### config.mk
export PLATFORM = sky130hd
export DESIGN_NAME = gps_uart_rx
export DESIGN_NICKNAME = d
export VERILOG_FILES = /design/src/rtl/gps_pkg.sv /design/src/rtl/gps_baud_tick.sv /design/src/rtl/gps_uart_rx.sv
export SDC_FILE = /design/constraint.sdc
export NUM_CORES = 1
export LEC_CHECK = 0
export BUFFER_PORTS_ARGS = -buffer_cell sky130_fd_sc_hd__buf_4
export CORE_MARGIN = 2
export CORE_UTILIZATION = 43
export DETAILED_ROUTE_END_ITERATION = 10
export PLACE_DENSITY = 0.67
export SLEW_MARGIN = 30
export SYNTH_ARGS = -nofsm -noshare
export SYNTH_HDL_FRONTEND = slang
export SYNTH_SLANG_ARGS = --single-unit
### constraint.sdc
create_clock -name clock -period 3.28 [get_ports clock]
set_input_delay 0.164 -clock clock [delete_from_list [all_inputs] [get_ports clock]]
set_output_delay 0.164 -clock clock [all_outputs]
set_load 0.01 [all_outputs]
### src/rtl/gps_pkg.sv
// gps_pkg: definitions shared across the GPS NMEA receive path.
//
// Contents:
//   CLK_FREQ_HZ  system clock frequency in Hz
//   B            byte width of the serial link and the NMEA parser
//   ASCII_*      NMEA framing characters ('$', ',', '*', CR, LF)
//   ST_*         gps_uart_rx state encodings
//   maj3()       2-of-3 majority vote, used when the receiver is built
//                with GPS_UART_RX_MAJORITY_EN
package gps_pkg;

  localparam int CLK_FREQ_HZ = 100_000_000;
  localparam int B           = 8;

  localparam logic [7:0] ASCII_DOLLAR = 8'h24;
  localparam logic [7:0] ASCII_COMMA  = 8'h2C;
  localparam logic [7:0] ASCII_STAR   = 8'h2A;
  localparam logic [7:0] ASCII_CR     = 8'h0D;
  localparam logic [7:0] ASCII_LF     = 8'h0A;

  // Receiver FSM encodings
  localparam logic [2:0] ST_IDLE      = 3'd0;
  localparam logic [2:0] ST_START     = 3'd1;
  localparam logic [2:0] ST_DATA      = 3'd2;
  localparam logic [2:0] ST_STOP      = 3'd3;
  localparam logic [2:0] ST_WAIT_IDLE = 3'd4;

  function automatic logic maj3(input logic a, input logic b, input logic c);
    return (a & b) | (a & c) | (b & c);
  endfunction

endpackage

### src/rtl/gps_baud_tick.sv
// gps_baud_tick: divide-by-DIV strobe generator for UART oversampling.
//
// Ports:
//   clock  system clock, rising edge
//   reset  asynchronous, active-high
//   clear  holds the divider at zero and suppresses tick; releasing it
//          restarts the divider so the first tick lands DIV clocks later
//   tick   one-cycle pulse every DIV clocks while clear is low
module gps_baud_tick #(
  parameter int DIV = 651
) (
  input  logic clock,
  input  logic reset,
  input  logic clear,
  output logic tick
);

  localparam int CW = (DIV > 1) ? $clog2(DIV) : 1;
  localparam logic [CW-1:0] LAST = CW'(DIV - 1);

  logic [CW-1:0] r_count;
  logic          w_wrap;

  assign w_wrap = (r_count == LAST);

  always_ff @(posedge clock or posedge reset) begin
    if (reset) begin
      r_count <= '0;
    end else if (clear || w_wrap) begin
      r_count <= '0;
    end else begin
      r_count <= r_count + 1'b1;
    end
  end

  assign tick = !clear && w_wrap;

endmodule

### src/rtl/gps_uart_rx.sv
// gps_uart_rx: oversampling 8N1 UART receiver feeding the GPZDA parser.
//
// Ports:
//   clock        system clock, rising edge
//   reset        asynchronous, active-high
//   rx           raw UART line (idle high), asynchronous to clock
//   data         last correctly framed byte, held until the next load
//   load         one-cycle strobe: data is newly valid
//   frame_error  one-cycle strobe: stop bit sampled low, data unchanged
//
// Build option:
//   GPS_UART_RX_MAJORITY_EN  each bit decision is the 2-of-3 majority of
//                            the samples at ticks OVERSAMPLE/2-1, /2, /2+1
//                            of the bit (one tick more latency). Without
//                            it a single sample at tick OVERSAMPLE/2 is used.
module gps_uart_rx #(
  parameter int CLK_FREQ   = gps_pkg::CLK_FREQ_HZ,
  parameter int BAUD       = 9600,
  parameter int OVERSAMPLE = 16,
  parameter int B          = gps_pkg::B
) (
  input  logic         clock,
  input  logic         reset,
  input  logic         rx,
  output logic [B-1:0] data,
  output logic         load,
  output logic         frame_error
);

  import gps_pkg::*;

  localparam int DIV = CLK_FREQ / (BAUD * OVERSAMPLE);
  localparam int SW  = $clog2(OVERSAMPLE);
  localparam int IW  = $clog2(B + 1);

  // The start bit is judged at its middle; every later bit is judged one
  // full bit period after the previous decision. With majority voting the
  // decision falls on the last of the three samples, one tick later.
`ifdef GPS_UART_RX_MAJORITY_EN
  localparam logic [SW-1:0] HALF_TICK = SW'(OVERSAMPLE / 2);
`else
  localparam logic [SW-1:0] HALF_TICK = SW'(OVERSAMPLE / 2 - 1);
`endif
  localparam logic [SW-1:0] LAST_TICK = SW'(OVERSAMPLE - 1);
  localparam logic [IW-1:0] LAST_BIT  = IW'(B - 1);

  logic          r_rx_meta;
  logic          r_rx_s;
  logic [2:0]    r_state;
  logic [SW-1:0] r_sample_cnt;
  logic [IW-1:0] r_bit_idx;
  logic [B-1:0]  r_shift;
  logic [B-1:0]  r_data;
  logic          r_load;
  logic          r_frame_error;

  logic w_tick;
  logic w_tick_clear;
  logic w_bit_val;

  // Two-flop synchroniser; resets to the idle level so no false start
  // bit is seen when reset is released.
  always_ff @(posedge clock or posedge reset) begin
    if (reset) begin
      r_rx_meta <= 1'b1;
      r_rx_s    <= 1'b1;
    end else begin
      r_rx_meta <= rx;
      r_rx_s    <= r_rx_meta;
    end
  end

  // Divider is parked while idle so the tick phase is anchored to the
  // start-bit falling edge of every frame.
  assign w_tick_clear = (r_state == ST_IDLE);

  gps_baud_tick #(
    .DIV (DIV)
  ) u_baud_tick (
    .clock (clock),
    .reset (reset),
    .clear (w_tick_clear),
    .tick  (w_tick)
  );

`ifdef GPS_UART_RX_MAJORITY_EN
  // Line value at the two preceding ticks; with the current value this
  // gives the three votes centred on the bit middle.
  logic [1:0] r_hist;

  always_ff @(posedge clock or posedge reset) begin
    if (reset) begin
      r_hist <= 2'b11;
    end else if (w_tick) begin
      r_hist <= {r_hist[0], r_rx_s};
    end
  end

  assign w_bit_val = maj3(r_hist[1], r_hist[0], r_rx_s);
`else
  assign w_bit_val = r_rx_s;
`endif

  always_ff @(posedge clock or posedge reset) begin
    if (reset) begin
      r_state       <= ST_IDLE;
      r_sample_cnt  <= '0;
      r_bit_idx     <= '0;
      r_shift       <= '0;
      r_data        <= '0;
      r_load        <= 1'b0;
      r_frame_error <= 1'b0;
    end else begin
      r_load        <= 1'b0;
      r_frame_error <= 1'b0;
      case (r_state)
        ST_IDLE: begin
          r_sample_cnt <= '0;
          r_bit_idx    <= '0;
          if (!r_rx_s) begin
            r_state <= ST_START;
          end
        end
        ST_START: begin
          if (w_tick) begin
            if (r_sample_cnt == HALF_TICK) begin
              r_sample_cnt <= '0;
              // A line that is high again mid start bit was only a glitch.
              r_state      <= w_bit_val ? ST_IDLE : ST_DATA;
            end else begin
              r_sample_cnt <= r_sample_cnt + 1'b1;
            end
          end
        end
        ST_DATA: begin
          if (w_tick) begin
            if (r_sample_cnt == LAST_TICK) begin
              r_sample_cnt <= '0;
              r_shift      <= {w_bit_val, r_shift[B-1:1]};
              if (r_bit_idx == LAST_BIT) begin
                r_state <= ST_STOP;
              end else begin
                r_bit_idx <= r_bit_idx + 1'b1;
              end
            end else begin
              r_sample_cnt <= r_sample_cnt + 1'b1;
            end
          end
        end
        ST_STOP: begin
          if (w_tick) begin
            if (r_sample_cnt == LAST_TICK) begin
              r_sample_cnt <= '0;
              // Returning to IDLE mid stop bit lets a start bit that
              // follows with no idle gap be caught.
              if (w_bit_val) begin
                r_data  <= r_shift;
                r_load  <= 1'b1;
                r_state <= ST_IDLE;
              end else begin
                r_frame_error <= 1'b1;
                r_state       <= ST_WAIT_IDLE;
              end
            end else begin
              r_sample_cnt <= r_sample_cnt + 1'b1;
            end
          end
        end
        ST_WAIT_IDLE: begin
          // Break or stuck-low line must not be read as a start bit.
          if (r_rx_s) begin
            r_state <= ST_IDLE;
          end
        end
        default: begin
          r_state <= ST_IDLE;
        end
      endcase
    end
  end

  assign data        = r_data;
  assign load        = r_load;
  assign frame_error = r_frame_error;

endmodule

## Word-level counts from Yosys, hierarchy flattened

Index checks and enable logic that the tools add are counted.

| word-level totals | value |
|---|---|
| register bits | 41 |
| latch bits | 0 |
| memory bits (writable) | 0 |
| memory bits (read-only) | 0 |
| output and inout bits | 10 |
| word-level logic and storage cells | 74 |
| memories kept | 0 |

| cells by class | value |
|---|---|
| add/sub/neg operators | 3 |
| multiply operators | 0 |
| div/mod/pow operators | 0 |
| magnitude comparators | 0 |
| eq/ne operators | 19 |
| shift operators | 0 |
| muxes and demuxes | 30 |
| bitwise operators | 0 |
| reduce and logical (&&, ||, !) cells | 12 |

Operators by type and width:

| operator | number |
|---|---|
| $mux 3 | 10 |
| $mux 4 | 7 |
| $pmux 3 s5 | 1 |
| $ne 2x2->1 const B | 7 |
| $pmux 4 s3 | 1 |
| $add 10x1->10 const B | 1 |
| $eq 10x10->1 const B | 1 |
| $mux 10 | 1 |
| $reduce_and 9->1 | 1 |
| $add 4x1->4 const B | 2 |
| $eq 4x3->1 const B | 2 |
| $mux 1 | 8 |
| $ne 2x1->1 const B | 4 |
| $pmux 4 s2 | 1 |
| $reduce_and 4->1 | 2 |
| $eq 3x2->1 const B | 2 |
| $reduce_and 3->1 | 2 |
| $eq 4x4->1 const B | 1 |
| $eq 3x1->1 const B | 1 |
| $eq 3x3->1 const B | 1 |
| $logic_not 3->1 | 1 |
| $reduce_bool 3->1 | 1 |
| $mux 2 | 1 |
| $reduce_bool 2->1 | 1 |
| 4 further kinds | 4 |

## Longest topological paths before layout

| depth | value |
|---|---|
| word-level depth | 5 |
| depth in mapped cells | 6 |
| depth with buffers taken out | 6 |

## Hierarchy

From an unflattened synthesis, not the netlist that was laid out.

| second synthesis, totals | value |
|---|---|
| cells, all modules | 170 |
| area total of the unflattened synthesis | 1936.9 um^2 |

By module, submodules not included:

| module | instances | cells an instance | area each (um^2) | sequential area each (um^2) |
|---|---|---|---|---|
| gps_uart_rx | 1 | 117 | 1413.9 | 778.2 |
| gps_baud_tick | 1 | 53 | 523.0 | 250.2 |

## Worst setup path before layout

OpenSTA, ideal clock, no wires.

| timing | value |
|---|---|
| kind | register -> register |
| start | register u_baud_tick.r_count[0] |
| end | register r_data[0] (netlist: data[0]) |
| library setup time | 0.125 ns |
| arrival time | 2.425 ns |
| setup slack | 0.730 ns |
| cell stages (with the launch flop) | 7 |
| buffers on the path | 0 |
| clock period less this slack | 2.550 ns |
| path through | dfrtp_1 inv_1 ha_1 or4b_4 or4_4 nor4_4 mux2_2 |

| between the ends | value |
|---|---|
| cells in the longest elaborated chain, start to end | 3 |

RTL lines:

| what | RTL line | text |
|---|---|---|
| start: declaration | gps_baud_tick.sv:21 | `logic [CW-1:0] r_count;` |
| start signal: assignment | gps_baud_tick.sv:32 | `r_count <= r_count + 1'b1;` |
| $eq 10x10->1 | gps_baud_tick.sv:24 | `assign w_wrap = (r_count == LAST);` |
| $logic_and 1x1->1 | gps_baud_tick.sv:36 | `assign tick = !clear && w_wrap;` |
| $reduce_and 4->1 (no line) | -- |  |
| end signal: assignment | gps_uart_rx.sv:157 | `r_data <= r_shift;` |
| end: declaration | gps_uart_rx.sv:53 | `logic [B-1:0] r_data;` |

No other way between the ends.
A chain may end at the register's enable or synchronous reset.

## Worst setup path after layout

| timing | value |
|---|---|
| start | register u_baud_tick.r_count[0] |
| end | register r_data[5] (netlist: data[5]) |

The elaborated chain is that of the path after synthesis.

==> results.yml <==
outcome:
  status: "finished with violations"
  violations: "negative hold slack"
floorplan:
  rows: 24
  ios: 13
  start_util_pct: 44.0
  die-area_mm2: 0.00494
  die_h_um: 70.3
  core_area_mm2: 0.00429
  die_w_um: 70.3
clock_tree:
  path_clk_slew_ns: 0.07
  cts-root-buf: "clkbuf_8"
  clk_latency_ns: 0.29
  cts_tree: "done"
  cts_max_level: 2
  cts-buffers-inserted: 5
  cts_sinks: 41
  clk_path_buf_depth: 2
critical_path:
  cp.arrival_ns: 2.90
  crit-reg2reg-launch: "u_baud_tick.r_count[0]"
  crit_fanout: 9
  path_cells: "inv_1, ha_1, or4b_4, or4_4, nor4_4, mux2_2"
  cpPeakStageDelay_ns: 0.57
  worstSetupPathType: "flop to flop"
  cp-end-kind: "flop"
  reg2regPathDepth: 6
  slowest_stage: "or4_4"
  critPathLaunchType: "flop"
  worstPathRequired_ns: 3.46
  startpoint: "u_baud_tick.r_count[0]"
yosys:
  netlist_area_mm2: 0.00189
  ys_seq_area_share_pct: 54.5
  syn_nets: 173
  synth_edf_count: 0
  synth.avg_cell_area_um2: 11.4
  postSynthCellCount: 166
  ys_seq_elements: 41
  ys_warn_count: 0
  synth_cell_type_count: 36
  ys.flop_type: "dfrtp_1"
  async_reset_ff_share_pct: 100
timing:
  hold_violations: 34
  rsz0062_at_grt: "no"
  setup_viol: 0
  hold_ws_ns: -0.00719
  totalNegativeSetupSlack_ns: 0
  worst_slack_ns: 0.560
  report.final.slew_viol_count: 0
  layout_min_cycle_time_ns: 2.72
  fin_crit_sh_pct: 82.9
  fin_skew_ns: 0.00440
  clock.fmax_mhz: 368
  tightest_slew_ns: 0.650
  slew_headroom_pct: 56.3
place:
  routabilityCongestion: 0.857
  place_ws_ns: 0.548
  portBuffers: 12
  place_hpwl_um: 2420
cells_and_area:
  fin_nets: 191
  final_common_cell: "dfrtp_1"
  n_antenna_cell: 0
  num-fill-cells: 372
  synthToLayoutAreaGrowth_pct: 13.1
  most-common-layout-cells: "dfrtp_1 (39), nor2_1 (17), mux2_2 (16)"
  drive_gt1_share_pct: 23.9
global_routing:
  grt_max_degree: 42
  grt_pass1_wl_um: 5840
  grt_pass1_vias: 1248
  grt_overflow: 0
  grt_use_total_pct: 15.4
  antenna_found_initial: 0
route:
  route.detailed.drc: 0
  dr_wl_met3_um: 144
  wl_met2_um: 1620
  vias: 1293
  highest_layer: "met4"
  wire_per_inst_um: 14.4
  first_pass_iters: 4
  wirelength_um: 3400
  wirelength_met1_um: 1560
  viasPerCell: 5.48
  drtIter0Drc: 113
  ant_nets: 0
power_and_ir_drop:
  vdd_drop_max_mv: 0.249
  p_leak_nw: 0.972
  powerDensity_mw_per_mm2: 397
worst_hold_path:
  hp-class: "primary input to asynchronous set/reset pin"
job:
  drv_cap: 0
[sequential cells by signal (all words and copies together) (netlist names)]
signal	cells
r_rx_meta	1
r_sample_cnt	4
u_baud_tick.r_count	10
r_rx_s	1
load	1
data	8
r_shift	8
r_state	3
r_bit_idx	4
frame_error	1
[what timing repair did]
action / 4_1_cts / 5_1_grt
gates resized for setup: 0 / 0
hold buffers: 1 / 0
hold endpoints to repair: 1 / 0
buffers inserted: 0 / 0
[worst paths after layout]
check / to / slack (ns)
max in group asynchronous: r_rx_meta / 2.93
worst max register to register: data[5] / 0.56
worst min-delay path: r_state[2] / -0.007
worst max-delay path: data[5] / 0.56
worst min register to register: r_rx_s / 0.36
min in group clock: r_rx_s / 0.36
[where the power goes]
part,switching (mW),internal [mW]
registers,0.00116,0.508
clock network,0.157,0.167
logic,0.0106,0.00395
total,0.169,0.678
[layout make-up]
class	count	area, µm²	area share (%)
well taps	52	65.1	3.05
inverters	7	26.3	1.23
flip-flops and latches	41	1030	48.2
repair buffers	14	108	5.04
multi-input cells	115	822	38.5
clock buffers	7	86.3	4.04
[synth_stat cells (2+ instances only)]
library cell / number / area, µm²
nor4_1: 2 / 12.5
ha_1: 4 / 50.1
or4_1: 4 / 30.0
inv_1: 7 / 26.3
o21ai_0: 4 / 20.0
xnor2_1: 6 / 52.6
a21oi_1: 5 / 25.0
dfrtp_1: 39 / 976
clkbuf_1: 3 / 11.3
nor2_1: 17 / 63.8
or3_1: 4 / 25.0
xor2_1: 2 / 17.5
nand3_1: 7 / 35.0
nand2_1: 15 / 56.3
nor3_1: 4 / 20.0
o31ai_1: 4 / 30.0
mux2_2: 16 / 180
nand3b_1: 2 / 15.0
or4b_2: 2 / 20.0
dfstp_2: 2 / 52.6
nand4b_1: 2 / 17.5
[logic make-up (layout without fill, tap and decap cells)]
| group | after synthesis | after routing | synth area share, % |
|---|---|---|---|
| XOR/XNOR | 8 | 8 | 3.71 |
| adder cells (fa/ha/maj) | 4 | 4 | 2.65 |
| multiplexers | 16 | 16 | 9.54 |
| flip-flops | 41 | 41 | 54.5 |
| buffers and inverters | 10 | 28 | 1.99 |
| AO/OA/AOI/OAI | 21 | 21 | 7.89 |
| AND/OR/NAND/NOR | 66 | 66 | 19.7 |
[critical path, delay by kind of cell (launching register included)]
kind | cells | cell delay, ns
fa+ha+maj | 1 | 0.13
buf+inv | 1 | 0.08
flops | 1 | 0.42
mux | 1 | 0.40
simple gates | 3 | 1.58
[layer usage]
metal | track usage (%) | vias up
met1 | 19.5 | 636
met2 | 23.6 | 20
li1 | - | 629
met4 | 7.69 | 0
met3 | 5.19 | 8
met5 | 0 | -
[metrics by stage]
step / power (mW) / instances / utilization (%) / area, µm²
after floorplan: 0.527 / 166 / - / 1890
after global placement: 0.533 / 228 / 47.5 / 2040
after detailed placement: 0.533 / 228 / 47.5 / 2040
after CTS: 0.863 / 236 / 49.7 / 2140
after global routing: 0.890 / 236 / 49.7 / 2140
final: 0.848 / 236 / 49.7 / 2140
Note: power is estimated with default switching activity, not from simulation.
